**config.mk**
```make
export PLATFORM = sky130hd
export DESIGN_NAME = outport_wh_arb
export DESIGN_NICKNAME = d
export VERILOG_FILES = /design/src/rtl/noc_pkg.sv /design/src/rtl/rr_pick.sv /design/src/rtl/outport_wh_arb.sv
export SDC_FILE = /design/constraint.sdc
export NUM_CORES = 1
export LEC_CHECK = 0
export CAP_MARGIN = 25
export CORE_UTILIZATION = 54
export CTS_CLUSTER_SIZE = 25
export DETAILED_ROUTE_END_ITERATION = 16
export PLACE_DENSITY = 0.81
export SETUP_SLACK_MARGIN = 0.05
export SYNTH_ARGS = -nofsm -noshare
export SYNTH_HDL_FRONTEND = slang
export SYNTH_SLANG_ARGS = --single-unit
```
**constraint.sdc**
```tcl
create_clock -name clk -period 4.8 [get_ports clk]
set_input_delay 0.48 -clock clk [delete_from_list [all_inputs] [get_ports clk]]
set_output_delay 0.48 -clock clk [all_outputs]
set_load 0.01 [all_outputs]
```
**src/rtl/noc_pkg.sv**
```systemverilog
// rtl/noc_pkg.sv - shared router constants, arbiter state encoding and index helpers
package noc_pkg;

  localparam int NPORT = 5;
  localparam int OWNW  = 3;

  typedef enum logic {
    IDLE = 1'b0,
    HOLD = 1'b1
  } state_t;

  function automatic logic [NPORT-1:0] onehot(input logic [OWNW-1:0] idx);
    logic [NPORT-1:0] v;
    v = '0;
    for (int i = 0; i < NPORT; i++) begin
      if (idx == OWNW'(i)) v[i] = 1'b1;
    end
    return v;
  endfunction

  function automatic logic [OWNW-1:0] to_idx(input logic [NPORT-1:0] oh);
    logic [OWNW-1:0] idx;
    idx = '0;
    for (int i = 0; i < NPORT; i++) begin
      if (oh[i]) idx = OWNW'(i);
    end
    return idx;
  endfunction

  // Increment modulo NPORT, so indices never leave 0..NPORT-1.
  function automatic logic [OWNW-1:0] wrap_inc(input logic [OWNW-1:0] idx);
    return (idx == OWNW'(NPORT - 1)) ? '0 : idx + OWNW'(1);
  endfunction

endpackage

```
**src/rtl/rr_pick.sv**
```systemverilog
// rtl/rr_pick.sv - combinational round-robin picker starting the search at ptr
module rr_pick
  import noc_pkg::*;
(
  input  logic [NPORT-1:0] req,
  input  logic [OWNW-1:0]  ptr,
  output logic [NPORT-1:0] win_onehot,
  output logic [OWNW-1:0]  win_idx,
  output logic             any
);

  logic [OWNW-1:0] cand;
  logic            found;

  always_comb begin
    win_onehot = '0;
    cand       = ptr;
    found      = 1'b0;
    for (int k = 0; k < NPORT; k++) begin
      if (!found && req[cand]) begin
        win_onehot = onehot(cand);
        found      = 1'b1;
      end
      cand = wrap_inc(cand);
    end
  end

  assign win_idx = to_idx(win_onehot);
  assign any     = |req;

endmodule

```
**src/rtl/outport_wh_arb.sv**
```systemverilog
// rtl/outport_wh_arb.sv - wormhole output-port arbiter: round-robin pick, lock head to tail
module outport_wh_arb
  import noc_pkg::*;
(
  input  logic             clk,
  input  logic             rst_,
  input  logic [NPORT-1:0] req,
  input  logic [NPORT-1:0] tail,
  input  logic             credit_ok,
  output logic [NPORT-1:0] sel,
  output logic [NPORT-1:0] grt,
  output logic [OWNW-1:0]  owner,
  output logic             busy
);

  state_t          state_q, state_d;
  logic [OWNW-1:0] ptr_q, ptr_d;
  logic [OWNW-1:0] owner_q, owner_d;
  logic [NPORT-1:0] sel_q, sel_d;
  logic [NPORT-1:0] win_onehot;
  logic [OWNW-1:0]  win_idx;
  logic             any;
  logic             xfer;

  rr_pick u_pick (
    .req       (req),
    .ptr       (ptr_q),
    .win_onehot(win_onehot),
    .win_idx   (win_idx),
    .any       (any)
  );

  always_ff @(posedge clk or negedge rst_) begin
    if (!rst_) begin
      state_q <= IDLE;
      ptr_q   <= '0;
      owner_q <= '0;
      sel_q   <= '0;
    end else begin
      state_q <= state_d;
      ptr_q   <= ptr_d;
      owner_q <= owner_d;
      sel_q   <= sel_d;
    end
  end

  always_comb begin
    state_d = state_q;
    ptr_d   = ptr_q;
    owner_d = owner_q;
    sel_d   = sel_q;
    xfer    = 1'b0;
    case (state_q)
      IDLE: begin
        if (any && credit_ok) begin
          state_d = HOLD;
          owner_d = win_idx;
          sel_d   = win_onehot;
        end
      end
      HOLD: begin
        xfer = req[owner_q] && credit_ok;
        // Pointer moves only when the packet closes, so waiting inputs keep their turn.
        if (xfer && tail[owner_q]) begin
          state_d = IDLE;
          owner_d = '0;
          sel_d   = '0;
          ptr_d   = wrap_inc(owner_q);
        end
      end
      default: state_d = IDLE;
    endcase
  end

  assign grt   = xfer ? onehot(owner_q) : '0;
  assign sel   = sel_q;
  assign owner = owner_q;
  assign busy  = (state_q == HOLD);

endmodule

```
# ---- Word level (Yosys, flattened, before mapping)
# Cells that the tools add are included.
dict set report totals {
  regBits 12
  input_bits 13
  out_inout_bits 14
}
dict set report classes {
  n_reduce_logical 20
  bitwise 1
  n_mux 73
  n_lt_le_gt_ge 6
  eq_ne 26
  addsub 5
}
# cell count
set op_table {}
lappend op_table {{$mux 1} 45}
lappend op_table {{$mux 5} 8}
lappend op_table {{$eq 3x2->1 const B} 12}
lappend op_table {{$lt 3x4->1 const B} 6}
lappend op_table {{$mux 3} 8}
lappend op_table {{$bmux 1 s3} 7}
lappend op_table {{$eq 3x1->1 const B} 6}
lappend op_table {{$eq 3x3->1 const B} 6}
lappend op_table {{$logic_not 3->1} 6}
lappend op_table {{$add 3x1->3 const B} 5}
lappend op_table {{$pmux 5 s2} 1}
lappend op_table {{$logic_and 1x1->1} 7}
lappend op_table {{$pmux 3 s2} 1}
lappend op_table {{$reduce_or 5->1} 1}
lappend op_table {{$logic_not 1->1} 4}
lappend op_table {{$mux 2} 2}
lappend op_table {{$reduce_and 2->1} 2}
lappend op_table {{$ne 2x1->1 const B} 1}
lappend op_table {{$ne 2x2->1 const B} 1}
lappend op_table {{$pmux 1 s2} 1}
lappend op_table {{$not 1->1} 1}

# ---- Depth between registers and ports, before layout
dict set report logic_depth {
  depth_word 21
  depth_mapped 18
  depth_no_buf 15
}

# ---- By module
# Synthesis repeated with hierarchy kept, for this count alone.
dict set report unflattened {
  hier_cells 210
  area_unflattened_um2 1764.2
}
# mod area_each_um2 cells_per_inst instances
set modules_own_cells {}
lappend modules_own_cells {rr_pick 973.4 127 1}
lappend modules_own_cells {outport_wh_arb 790.8 83 1}

# ---- Worst setup path after synthesis
# No wires, ideal clock.
dict set report synth_timing {
  path_kind {flip-flop to flip-flop}
  start {register ptr_q[0]}
  end {register sel_q[0] (netlist: sel[0])}
  path_stages_with_launch 17
  path_slack_ps 1121
  t_arrival_ps 3558
  period_less_slack_ps 3679
  setup_ps 121
  cell_sequence {dfrtp_1 buf_6 buf_6 inv_1 ha_1 a211o_1 a22o_2 ha_1 clkbuf_2 and2b_2 a2111oi_2 o31ai_2 a32oi_4 nand2b_4 mux2i_1 a211o_1 a22o_1}
}
dict set report synth_between {
  elab_chain_len 17
}
# item line_no
set synth_rtl {}
lappend synth_rtl {{start: declaration} outport_wh_arb.sv:17} ;# logic [OWNW-1:0] ptr_q, ptr_d;
lappend synth_rtl {{start signal: assignment} outport_wh_arb.sv:41} ;# ptr_q <= ptr_d;
lappend synth_rtl {{branches (longest 14 deep; another with $add 3x1->3)} --}
lappend synth_rtl {{$mux 5 *} rr_pick.sv:20} ;# if (!found && req[cand]) begin
lappend synth_rtl {{$mux 5 *} outport_wh_arb.sv:55} ;# if (any && credit_ok) begin
lappend synth_rtl {{$pmux 5 s2 *} outport_wh_arb.sv:53} ;# case (state_q)
lappend synth_rtl {{end signal: assignment} outport_wh_arb.sv:43} ;# sel_q <= sel_d;
lappend synth_rtl {{end: declaration} outport_wh_arb.sv:19} ;# logic [NPORT-1:0] sel_q, sel_d;
# Every way passes the cells marked *. The select of a mux whose other input is x is not followed.
# A chain may end at the register's enable or synchronous reset.

# ---- Worst setup path after layout
dict set report layout_timing {
  start {register ptr_q[0]}
  end {register owner_q[0] (netlist: owner[0])}
}
dict set report layout_between {
  elab_chain_len 21
}
# item line_no
set layout_rtl {}
lappend layout_rtl {{branches (longest 14 deep; another with $add 3x1->3)} --}
lappend layout_rtl {{$mux 5 *} rr_pick.sv:20}
lappend layout_rtl {{$mux 1} noc_pkg.sv:25} ;# if (oh[i]) idx = OWNW'(i);
lappend layout_rtl {{$mux 2 (2 in series)} noc_pkg.sv:25}
lappend layout_rtl {{$mux 3 *} noc_pkg.sv:25}
lappend layout_rtl {{$mux 3 *} outport_wh_arb.sv:55}
lappend layout_rtl {{$pmux 3 s2 *} outport_wh_arb.sv:53}
lappend layout_rtl {{end signal: assignment} outport_wh_arb.sv:42} ;# owner_q <= owner_d;
lappend layout_rtl {{end: declaration} outport_wh_arb.sv:18} ;# logic [OWNW-1:0] owner_q, owner_d;
# Marked as above.

==> key figures <==
Finish
  • Antenna Cells: 0
  • Area grow syn2layout: 17.0%
  • Fraction of layout cells with a size suffix above 1: 0.139
  • Final #Nets: 240
  • Area of all placed cells without fillers: 1900 um^2

GRT
  • Met3 usage: 0.0392
  • Initial antenna violation count: 0
  • Routing usage on met1: 0.456
  • Total GRT Usage: 0.306
  • Congestion Overflow GR: 0
  • Largest net degree at the start of global routing: 21
  • Most Crowded Layer GR: met2
  • Routing usage on met2: 0.457
  • First-pass GRT wire length: 7640 um
  • Vias in the first global route: 1,553

Setup path
  • Crit. End Element: flip-flop
  • Length in cells of the worst reg-to-reg path: 13
  • Reg-to-Reg End: owner[0]$_DFFE_PN0P_
  • Critical path's most frequent cell: ha_1
  • Critical Setup Path Class: flip-flop to flip-flop
  • CP cell instances: inv_1 > ha_1 > a211o_1 > a22o_2 > ha_1 > and2b_2 > a2111oi_2 > o31ai_2 > a32oi_4 > mux2_2 > o21ai_0 > nand3b_1 > nand2_1
  • Crit start category: flip-flop
  • Worst Path Arrival: 4.63 ns
  • Crit-path slowest cell: dfrtp_1
  • Worst r2r src: ptr_q[0]$_DFFE_PN0P_
  • CP peak stage delay: 0.74 ns
  • Worst path required time: 5.02 ns
  • Critical path fanouts, max: 20
  • Worst-case register-to-register setup slack: 0.39 ns

Synthesis
  • Number of flops mapped to enable cells by yosys: 0
  • Synth async-reset ratio: 1.00
  • Post-synthesis sequential area ratio: 0.169
  • FF+latch count, synth: 11
  • Top post-synthesis cells by area: dfrtp_1, ha_1, nand2_1, mux4_2, mux2i_1
  • Syn. warnings: 0
  • Syn avg cell area: 8.83 um^2
  • Cell count after synthesis: 184
  • Dominant cell by count in the synthesized netlist: nand2_1
  • Synth unique cells: 65
  • Synth Flop Type: dfrtp_1
  • Post-Syn Area: 1630 um^2
  • Commonest cells post-synth: nand2_1, ha_1, dfrtp_1
  • Syn nets: 215
  • Top cell type's share of synthesized area: 0.169
  • Yosys top cell by area: dfrtp_1

CTS
  • CTS H-tree lvls: 1
  • Resize count post-CTS: 0
  • Clk_lat worst skew: 0.28 ns
  • Postcts setup bufs: 0
  • Clock Pin Slew Worst Setup and Hold Paths: 0.07 ns
  • Num CTS Buffers: 3
  • Hold-fix buffers, CTS: 0
  • Clock Tree Root: clkbuf_4
  • Clock sinks: 11
  • Max Buffers Root-to-Sink: 2
  • TritonCTS clock tree: done

Route
  • Vias: 1,586
  • TritonRoute pass-1 iters: 10
  • DRC viols: 2
  • Antenna viol nets, final: 0
  • Routed wire length: 4650 um
  • Vias per inst: 6.64
  • WL/cell: 19.4 um
  • DR iter-0 viols: 85

Job
  • Max-cap viol count: 0

STA
  • Pins Over Slew Limit: 0
  • Setup TNS: 0 ns
  • Hold WS: 0.515 ns
  • RSZ-0062 raised after global routing: false
  • Final worst path period share: 0.919
  • Final Hold Viols: 0
  • Fmax: 227 MHz
  • Final min period: 4.41 ns
  • Slew headroom: 0.588
  • Final setup vio count: 0
  • Worst slew pin tran: 0.601 ns
  • Skew final: 0.00707 ns

Hold path
  • Worst Min Path Start: sel[0]$_DFFE_PN0P_
  • Hold path endpoint: sel[0]$_DFFE_PN0P_
  • Worst Hold Class: flip-flop to flip-flop
  • Hold Crit Depth: 1

Placement
  • Post-DP Area: 1880 um^2
  • Placer Congestion: 0.923
  • Final HPWL DP: 3620 um
  • I/O Buffers: 26

Floorplan
  • Starting Density: 0.579
  • Num ports: 27
  • Chip Height: 56.9 um
  • Core footprint: 2810 um^2
  • Die width: 56.9 um
  • Die area: 3230 um^2
  • Site Rows: 19

Outcome
  • Status: finished, violations left
  • Violated checks: DRC
==> cells in the final DEF, fill, tap and decap left out, types with 2 or more instances in the layout <==
cell type / count
a21o_1: 3
mux2i_1: 4
a211oi_1: 4
nor3b_1: 5
clkdlybuf4s50_1: 26
and3_1: 2
nand2_1: 23
nor2_1: 10
and2_4: 2
a21boi_1: 2
a21oi_1: 7
mux4_2: 3
a21o_2: 2
nor2b_1: 2
mux2_2: 2
o21ai_1: 2
dfrtp_1: 11
o211ai_1: 2
nand4b_1: 2
inv_1: 8
nor4_1: 2
or4_1: 2
nor3_1: 2
nand2b_1: 2
a211o_1: 2
nand3_1: 8
o31ai_2: 2
o21a_1: 2
a31oi_1: 2
o21ai_0: 3
and2_1: 3
clkbuf_4: 3
a22o_1: 4
ha_1: 18
==> sequential cells by signal (all words and copies together), names as in the netlist <==
name and cells:
busy 1, owner 3, ptr_q 3, sel 4
==> worst max-delay path by stage <==
stage | startpoint | to | slack, ns | cells after the start
3_5_place_dp | ptr_q[0]$_DFFE_PN0P_ | owner[0]$_DFFE_PN0P_ | 0.45 | 13
4_1_cts | ptr_q[0]$_DFFE_PN0P_ | owner[0]$_DFFE_PN0P_ | 0.42 | 13
5_1_grt | ptr_q[0]$_DFFE_PN0P_ | owner[0]$_DFFE_PN0P_ | 0.06 | 14
6_report | ptr_q[0]$_DFFE_PN0P_ | owner[0]$_DFFE_PN0P_ | 0.39 | 13
2_1_floorplan | ptr_q[0]$_DFFE_PN0P_ | sel[0]$_DFFE_PN0P_ | 1.12 | 16
3_3_place_gp | ptr_q[0]$_DFFE_PN0P_ | sel[0]$_DFFE_PN0P_ | 0.58 | 13
==> final cells by class <==
class                   instances  area, um^2
flip-flops and latches         11         275
clock buffers                   4        26.3
fillers                       248         903
inverters                       9        33.8
well taps                      31        38.8
repair buffers                 27         268
multi-input cells             157        1260
==> critical path, delay by kind of cell (launching register included) <==
kind,cells,cell delay [ns]
buf+inv,1,0.27
simple gates,3,0.46
mux,1,0.39
fa+ha+maj,2,0.96
compound gates,6,1.54
flops,1,0.74
==> cell families after synthesis <==
group           after synthesis  synth area share
compound gates               54             0.293
simple gates                 76             0.264
mux                           9            0.0801
fa+ha+maj                    18             0.139
flops                        11             0.169
buf+inv                      16            0.0554
==> through the flow <==
step,setup WS (ns),instances,utilization
after floorplan,1.12,184,-
after global placement,0.581,235,0.669
after detailed placement,0.448,235,0.669
after CTS,0.423,239,0.678
after global routing,0.0648,239,0.678
final,0.388,239,0.678
==> per-layer routing <==
| layer | wire length (um) | vias up |
|---|---|---|
| li1 | - | 745 |
| met1 | 2100 | 760 |
| met2 | 2150 | 69 |
| met3 | 329 | 12 |
| met4 | 70 | 0 |
| met5 | 0 | - |
Power is not shown: default switching activity piles up to over one toggle a cycle in this logic, so the estimate is an artifact.
